===== config.mk =====
export PLATFORM = sky130hd
export DESIGN_NAME = fetch_ctrl
export DESIGN_NICKNAME = d
export VERILOG_FILES = /design/src/rtl/fetch_pkg.sv /design/src/rtl/clk_en_div.sv /design/src/rtl/fetch_ctrl.sv
export SDC_FILE = /design/constraint.sdc
export NUM_CORES = 1
export LEC_CHECK = 0
export ABC_AREA = 1
export BUFFER_PORTS_ARGS = -buffer_cell sky130_fd_sc_hd__clkbuf_2
export CORE_ASPECT_RATIO = 0.8
export CORE_MARGIN = 4
export CORE_UTILIZATION = 50
export DETAILED_ROUTE_END_ITERATION = 16
export PLACE_DENSITY_LB_ADDON = 0.12
export SLEW_MARGIN = 20
export SYNTH_ARGS = -nofsm -noshare
export SYNTH_HDL_FRONTEND = slang
export SYNTH_SLANG_ARGS = --single-unit

===== constraint.sdc =====
create_clock -name clk -period 2 [get_ports clk]
set_input_delay 0.3 -clock clk [delete_from_list [all_inputs] [get_ports clk]]
set_output_delay 0.3 -clock clk [all_outputs]
set_load 0.02 [all_outputs]

===== src/rtl/fetch_pkg.sv =====
// rtl/fetch_pkg.sv - shared state encoding and default timing for the instruction fetch controller
package fetch_pkg;

  // Instruction word width seen on both the memory and the core side.
  localparam int INSTR_W     = 32;

  // Default core step period (clk cycles) and memory read latency.
  localparam int DEF_DIV     = 4;
  localparam int DEF_MEM_LAT = 1;

  typedef enum logic [2:0] {
    IDLE   = 3'd0,
    ISSUE  = 3'd1,
    WAIT   = 3'd2,
    HOLD   = 3'd3,
    HALTED = 3'd4
  } fetch_state_t;

endpackage


===== src/rtl/clk_en_div.sv =====
// rtl/clk_en_div.sv - free-running one-cycle enable pulse every DIV clk cycles
//   clk     in  system clock
//   _reset  in  synchronous active-low reset
//   en      out high for one cycle when the internal count sits at DIV-1
module clk_en_div #(
  parameter int DIV = 4
) (
  input  logic clk,
  input  logic _reset,
  output logic en
);

  localparam int CNT_W = (DIV > 2) ? $clog2(DIV) : 1;

  logic [CNT_W-1:0] r_cnt;
  logic             r_en;

  // r_en is registered but aligned with r_cnt: it is set on the edge where
  // r_cnt moves to DIV-1, so en and cnt==DIV-1 occupy the same cycle.
  always_ff @(posedge clk) begin
    if (!_reset) begin
      r_cnt <= '0;
      r_en  <= 1'b0;
    end else begin
      if (r_cnt == CNT_W'(DIV - 1)) begin
        r_cnt <= '0;
      end else begin
        r_cnt <= r_cnt + CNT_W'(1);
      end
      r_en <= (r_cnt == CNT_W'(DIV - 2));
    end
  end

  assign en = r_en;

endmodule


===== src/rtl/fetch_ctrl.sv =====
// rtl/fetch_ctrl.sv - instruction fetch sequencer between instruction memory and the core
//   clk            in  system clock
//   _reset         in  synchronous active-low reset
//   instr_in       in  instruction word from memory (MEM_LAT cycles after ISSUE)
//   pointer        out word address to memory
//   core_en        out one-cycle core step enable, every DIV cycles
//   instr_out      out latched instruction to the core
//   instr_valid    out instr_out is valid
//   instr_ready    in  core accepts the instruction (core_en cycles only)
//   redirect       in  branch/jump request (core_en cycles only)
//   redirect_addr  in  redirect target
//   halt           in  stop fetching (core_en cycles only)
//   halted         out controller is halted until reset
module fetch_ctrl
  import fetch_pkg::*;
#(
  parameter int                ADDR_W     = 32,
  parameter int                DIV        = DEF_DIV,
  parameter int                MEM_LAT    = DEF_MEM_LAT,
  parameter logic [ADDR_W-1:0] RESET_ADDR = '0
) (
  input  logic               clk,
  input  logic               _reset,
  input  logic [INSTR_W-1:0] instr_in,
  output logic [ADDR_W-1:0]  pointer,
  output logic               core_en,
  output logic [INSTR_W-1:0] instr_out,
  output logic               instr_valid,
  input  logic               instr_ready,
  input  logic               redirect,
  input  logic [ADDR_W-1:0]  redirect_addr,
  input  logic               halt,
  output logic               halted
);

  localparam int LAT_W = $clog2(MEM_LAT + 1);

  fetch_state_t       r_state;
  logic [ADDR_W-1:0]  r_pointer;
  logic [INSTR_W-1:0] r_instr;
  logic               r_valid;
  logic               r_halted;
  logic [LAT_W-1:0]   r_lat;

  logic w_core_en;
  logic w_halt_req;
  logic w_redirect_req;
  logic w_transfer;

  clk_en_div #(
    .DIV (DIV)
  ) u_div (
    .clk    (clk),
    ._reset (_reset),
    .en     (w_core_en)
  );

  // Core-side inputs only count in core step cycles. A redirect has no
  // meaning once halted, so it is masked there rather than in the FSM.
  assign w_halt_req     = w_core_en & halt;
  assign w_redirect_req = w_core_en & redirect & (r_state != HALTED);
  assign w_transfer     = w_core_en & r_valid & instr_ready;

  always_ff @(posedge clk) begin
    if (!_reset) begin
      r_state   <= IDLE;
      r_pointer <= RESET_ADDR;
      r_instr   <= '0;
      r_valid   <= 1'b0;
      r_halted  <= 1'b0;
      r_lat     <= '0;
    end else if (w_halt_req) begin
      // Halt wins over everything: any held word or in-flight read is dropped.
      r_state  <= HALTED;
      r_valid  <= 1'b0;
      r_halted <= 1'b1;
    end else if (w_redirect_req) begin
      // A coincident transfer is still consumed by the core; only the next
      // address changes. A pending capture is discarded, instr_out is kept.
      r_state   <= ISSUE;
      r_pointer <= redirect_addr;
      r_valid   <= 1'b0;
    end else begin
      case (r_state)
        IDLE: begin
          r_state <= ISSUE;
        end
        ISSUE: begin
          r_lat   <= LAT_W'(MEM_LAT);
          r_state <= WAIT;
        end
        WAIT: begin
          r_lat <= r_lat - LAT_W'(1);
          if (r_lat == LAT_W'(1)) begin
            r_instr <= instr_in;
            r_valid <= 1'b1;
            r_state <= HOLD;
          end
        end
        HOLD: begin
          if (w_transfer) begin
            r_pointer <= r_pointer + ADDR_W'(1);
            r_valid   <= 1'b0;
            r_state   <= ISSUE;
          end
        end
        HALTED: begin
          r_valid  <= 1'b0;
          r_halted <= 1'b1;
        end
        default: begin
          r_state <= IDLE;
        end
      endcase
    end
  end

  assign pointer     = r_pointer;
  assign core_en     = w_core_en;
  assign instr_out   = r_instr;
  assign instr_valid = r_valid;
  assign halted      = r_halted;

endmodule


==> out/results.ini, run 1 <==
[run_status]
outcome=completed

[placement]
dp.final_hpwl_um=7970
dpl-instance-area_mm2=0.00461
place_congestion=0.958
port_buffers=135

[routing]
drt_iter0_markers=272
ant_nets=0
num_vias=4289
routed_wl_um=10800
drc=0
via_per_inst=5.00
dr.pass1.iters=5
post_drt_wl_per_cell_um=12.6

[layout]
final_common_cell=nor2_1
final_cell_mix=nor2_1, nand2_1, clkbuf_2, dfxtp_1, o21ai_0
antenna_cells=0
stdcell_area_mm2=0.00482
final_nets=819
n_fill_cell=764
drive_above_1_share=0.235
syn2layout_area_growth_pct=23.7

[global_routing]
use_met2=0.374
grt_max_degree=34
overflow=0
met1_usage=0.311
top_usage_layer=met2
grt_pass1_vias=3844
antenna_found_initial=0
met3_usage=0.0712
grt_pass1_wl_um=17600
grt_use_total=0.235

[clock_tree]
clock_path_buffers=2
htree_levels=3
postCtsSetupBuffers=0
root_buffer=clkbuf_8
cts.clk_slew.worst_paths_ns=0.08
cts_tree=yes
ctsHoldBuffers=0
cts.sinks=73
clock_latency_ns=0.35
cts_buffers=9

[timing]
fin_crit_sh=0.910
slew_headroom=0.714
finalSetupViolCount=0
timing.setup.tns_ns=0
rsz0062_at_grt=false
worstMarginPinSlew_ns=0.429
fin_crit_ns=1.82
max_freq_ghz=0.549
fin_skew_ns=0.00811
hold_viol=0
slew_viol_final=0
hold_slack_ns=0.187

[synthesis]
synth.area.top_cells=dfxtp_1, nor2_1, nand2_1, o21ai_0, nand3_1
synth_fp_nets=690
yosysSeqAreaShare=0.375
postSynthAreaPerCell_um2=6.30
yosys_warnings=0
yosysTopAreaCellShare=0.375
ys_types=32
synth-seq-cells=73
syn_inst=618
syn_area_mm2=0.00389
yosys.area.top_type=dfxtp_1
async_reset_ff_frac=0
yosys_most_used_dff=dfxtp_1
synth-edff-count=0

[die]
die_h_um=86.9
die_area_mm2=0.00927
rows=28
die_w_um=107
num_io_pins=136
fp.coreArea_mm2=0.00750
initial_core_util=0.519

[power]
vdd_drop_max_uv=446
power.density_mw_per_mm2=690
power_leakage_uw=0.00213

[setup_path]
critical_path.max_fanout=5
cp.required_ns=2.28
start_kind=register
worstSetupEndpointType=register
path_class=register to register
cp_data_arrival_time_ns=2.10

[min_path]
hp-class=input port to register

[flow_run]
max_cap_viol_count=0

==> repair_timing <==
item	in CTS	in global routing
setup endpoints to repair	0	3
endpoints found under the hold margin	0	0
resized for setup	0	3
==> worst paths after layout <==
check | start | endpoint | slack, ns | depth (start not counted)
worst min register to register | u_div.r_cnt[0] | u_div.r_cnt[0] | 0.47 | 1
worst max register to register | pointer[0] | pointer[24] | 0.18 | 9
worst max-delay path | pointer[0] | pointer[24] | 0.18 | 9
worst min-delay path | instr_in[20] | instr_out[20] | 0.19 | 3
==> registers in the layout, indices dropped and copies added, names as in the netlist <==
name         flops
halted           1
instr_out       32
instr_valid      1
pointer         32
r_lat            1
r_state          3
u_div.en         1
u_div.r_cnt      2
==> stage by stage <==
| step | util | cells | power [µW] | worst slack, ns |
|---|---|---|---|---|
| final | 0.642 | 857 | 3320 | 0.179 |
| after floorplan | - | 618 | 2020 | 0.347 |
| after CTS | 0.641 | 857 | 3350 | 0.185 |
| after global routing | 0.642 | 857 | 3500 | 0.00936 |
| after detailed placement | 0.615 | 841 | 2200 | 0.205 |
| after global placement | 0.615 | 841 | 2180 | 0.236 |
==> routing by layer <==
layer / vias up / part of all wire
li1: 2216 / -
met1: 1884 / 0.46
met2: 176 / 0.44
met3: 13 / 0.096
met4: 0 / 0.010
met5: - / 0
==> power by group <==
part | internal, µW | switching, µW | total (µW)
sequential | 1540 | 63.1 | 1600
clock | 581 | 580 | 1160
combinational | 217 | 343 | 560
total | 2340 | 986 | 3320
==> synthesized netlist by cell type, types with 5 or more instances <==
| master | n |
|---|---|
| nor2_1 | 167 |
| dfxtp_1 | 73 |
| a21oi_1 | 34 |
| inv_1 | 40 |
| nand2_1 | 148 |
| clkbuf_1 | 10 |
| o21ai_1 | 12 |
| o21ai_0 | 46 |
| nand3_1 | 35 |
| buf_2 | 7 |
| nor3_1 | 5 |
==> kinds of logic after synthesis <==
family          after synthesis  share of synthesized area
simple gates                371                      0.390
fa+ha+maj                     3                    0.00964
buf+inv                      69                     0.0858
compound gates               98                      0.130
xor+xnor                      4                    0.00900
flops                        73                      0.375
==> worst max-delay path, stage by stage, from the launching register on <==
cell and delay [ns]:
dfxtp_1 0.41, ha_1 0.23, inv_1 0.09, nor2_2 0.18, nand2_1 0.18, nor2_2 0.25, nand3_1 0.13, nand3_1 0.12
nand2_1 0.05, a21oi_1 0.11
==> layout make-up <==
| type | count | area [µm²] | area share |
|---|---|---|---|
| clock inverters | 6 | 67.6 | 0.0140 |
| flip-flops and latches | 73 | 1460 | 0.303 |
| well taps | 105 | 131 | 0.0273 |
| clock buffers | 10 | 128 | 0.0265 |
| inverters | 43 | 164 | 0.0340 |
| multi-input cells | 476 | 2110 | 0.438 |
| repair buffers | 144 | 756 | 0.157 |
No activity file was read; power rests on OpenSTA's default activity.
==> run 2, diff against run 1 <==
--- a/config.mk
+++ b/config.mk
@@ -12,6 +12,7 @@
 export CORE_UTILIZATION = 50
 export DETAILED_ROUTE_END_ITERATION = 16
 export PLACE_DENSITY_LB_ADDON = 0.12
+export SETUP_SLACK_MARGIN = 0.5
 export SLEW_MARGIN = 20
 export SYNTH_ARGS = -nofsm -noshare
 export SYNTH_HDL_FRONTEND = slang
==> run 2 against run 1 <==
Effect of this change:
- register-to-register slack better by 0.26 ns
- clock power about the same
- via count is 3.4% higher
==> out/results.ini, run 2 (synthesis gave the netlist of run 1 again) <==
[run_status]
outcome=completed  ; unchanged

[power]
vdd_drop_max_uv=474  ; was 446 µV
power.density_mw_per_mm2=653  ; was 690 mW/mm²
power_leakage_uw=0.00230  ; was 0.00213 µW
switching_power_uw=1040  ; was 986 µW
clkPwrFrac=0.344  ; was 0.349
finalPower_uw=3420  ; was 3320 µW
p_comb_frac=0.187  ; was 0.168
swShare=0.305  ; was 0.297
seqPwrFrac=0.469  ; was 0.482
p_int_uw=2380  ; was 2340 µW

[global_routing]
antenna_found_initial=0  ; unchanged
grt_pass1_wl_um=18900  ; was 17600 µm
met1_usage=0.330  ; was 0.311
grt_use_total=0.253  ; was 0.235
overflow=0  ; unchanged
use_met2=0.411  ; was 0.374
grt_max_degree=40  ; was 34
met3_usage=0.0675  ; was 0.0712
top_usage_layer=met2  ; unchanged
grt_pass1_vias=4091  ; was 3844

[layout]
final_cell_mix=nor2_1, nand2_1, clkbuf_2, dfxtp_1, o21ai_0  ; unchanged
antenna_cells=0  ; unchanged
stdcell_area_mm2=0.00523  ; was 0.00482 mm²
syn2layout_area_growth_pct=34.4  ; was 23.7%
final_common_cell=nor2_1  ; unchanged
multi_input_comb_area_mm2=0.00226  ; was 0.00211 mm²
n_fill_cell=663  ; was 764
final_nets=833  ; was 819
utilization=0.698  ; was 0.642
register_area_mm2=0.00150  ; was 0.00146 mm²
drive_above_1_share=0.309  ; was 0.235

[die]
num_io_pins=136  ; unchanged
die_w_um=107  ; unchanged
die_area_mm2=0.00927  ; unchanged
rows=28  ; unchanged
die_h_um=86.9  ; unchanged
fp.coreArea_mm2=0.00750  ; unchanged
initial_core_util=0.519  ; unchanged

[setup_path]
worstSetupEndpointType=register  ; unchanged
path_class=register to register  ; unchanged
reg2reg_depth=7  ; was 9
startpoint=r_state[0]  ; was pointer[0]
cp.required_ns=2.25  ; was 2.28 ns
reg2reg_slack_ns=0.44  ; was 0.18 ns
cp_data_arrival_time_ns=1.80  ; was 2.10 ns
critical_path.max_fanout=16  ; was 5
r2r_end=instr_out[23]  ; was pointer[24]
cp-endpoint=instr_out[23]  ; was pointer[24]
start_kind=register  ; unchanged
timing.rr.start=r_state[0]  ; was pointer[0]

[placement]
dpl-instance-area_mm2=0.00463  ; was 0.00461 mm²
place_congestion=0.949  ; was 0.958
dp.final_hpwl_um=7740  ; was 7970 µm
port_buffers=135  ; unchanged

[clock_tree]
htree_levels=3  ; unchanged
cts_buffers=9  ; unchanged
cts_tree=yes  ; unchanged
clock_latency_ns=0.36  ; was 0.35 ns
cts.sinks=73  ; unchanged
clock_path_buffers=2  ; unchanged
cts.clk_slew.worst_paths_ns=0.08  ; about the same
root_buffer=clkbuf_8  ; unchanged

[timing]
fin_crit_sh=0.778  ; was 0.910
hold_slack_ns=0.175  ; was 0.187 ns
timing.setup.tns_ns=0  ; unchanged
rsz0062_at_grt=true  ; was false
worstMarginPinSlew_ns=0.512  ; was 0.429 ns
fin_crit_ns=1.56  ; was 1.82 ns
slew_headroom=0.659  ; was 0.714
finalSetupViolCount=0  ; unchanged
max_freq_ghz=0.642  ; was 0.549 GHz
fin_skew_ns=0.0103  ; was 0.00811 ns
slew_viol_final=0  ; unchanged
hold_viol=0  ; unchanged

[routing]
num_vias=4433  ; was 4289
routed_wl_um=11800  ; was 10800 µm
drt_iter0_markers=320  ; was 272
post_drt_wl_per_cell_um=13.5  ; was 12.6 µm
ant_nets=0  ; unchanged
dr.pass1.iters=5  ; unchanged
via_per_inst=5.09  ; was 5.00
drc=0  ; unchanged

[min_path]
hp-class=input port to register  ; unchanged

[flow_run]
max_cap_viol_count=0  ; unchanged

run 2: final cells by class:
class | instances | area share
clock buffers | 10 | 0.0244
clock inverters | 6 | 0.0129
inverters | 43 | 0.0337
multi-input cells | 478 | 0.432
flip-flops and latches | 73 | 0.287
well taps | 105 | 0.0251
repair buffers | 156 | 0.185
run 2: critical path, cell delays in order (launching register included):
cell	delay, ns
dfxtp_2	0.35
inv_1	0.09
nand2_1	0.05
nor3_1	0.37
nand2_4	0.18
buf_12	0.19
o21ai_0	0.15
nor2_1	0.05
run 2: worst min path at each step:
stage                               from             end  slack (ns)  depth (start not counted)
after floorplan           u_div.r_cnt[0]  u_div.r_cnt[0]        0.43                          1
after global placement    u_div.r_cnt[0]  u_div.r_cnt[0]        0.44                          1
after detailed placement  u_div.r_cnt[0]  u_div.r_cnt[0]        0.45                          1
after CTS                   instr_in[22]   instr_out[22]        0.17                          3
after global routing        instr_in[12]   instr_out[12]        0.17                          3
final                       instr_in[22]   instr_out[22]        0.18                          3
run 2: power groups by stage:
stage / Sequential [µW] / Combinational [µW] / Clock [µW]
2_1_floorplan: 1710 / 316 / 0
3_3_place_gp: 1630 / 548 / 0
3_5_place_dp: 1640 / 565 / 0
4_1_cts: 1610 / 614 / 1190
5_1_grt: 1620 / 703 / 1260
6_report: 1600 / 638 / 1180
run 2: repair_timing:
| item | in CTS | in global routing |
|---|---|---|
| gates resized for setup | 46 | 35 |
| pin swaps | 9 | 7 |
| hold buffers | 0 | 0 |
| gates cloned | 4 | 1 |
| setup endpoints to repair | 65 | 65 |
| setup buffers | 8 | 4 |
run 2: metal layers:
| layer | vias to the layer above | wire length (µm) |
|---|---|---|
| li1 | 2254 | - |
| met1 | 1973 | 5180 |
| met2 | 190 | 5460 |
| met3 | 16 | 1030 |
| met4 | 0 | 124 |
| met5 | - | 0 |
run 2: metrics by stage:
stage	worst slack [ns]	cells
global route	0.361	871
floorplan	0.504	618
detailed placement	0.220	838
global placement	0.321	838
CTS	0.457	866
finish	0.443	871
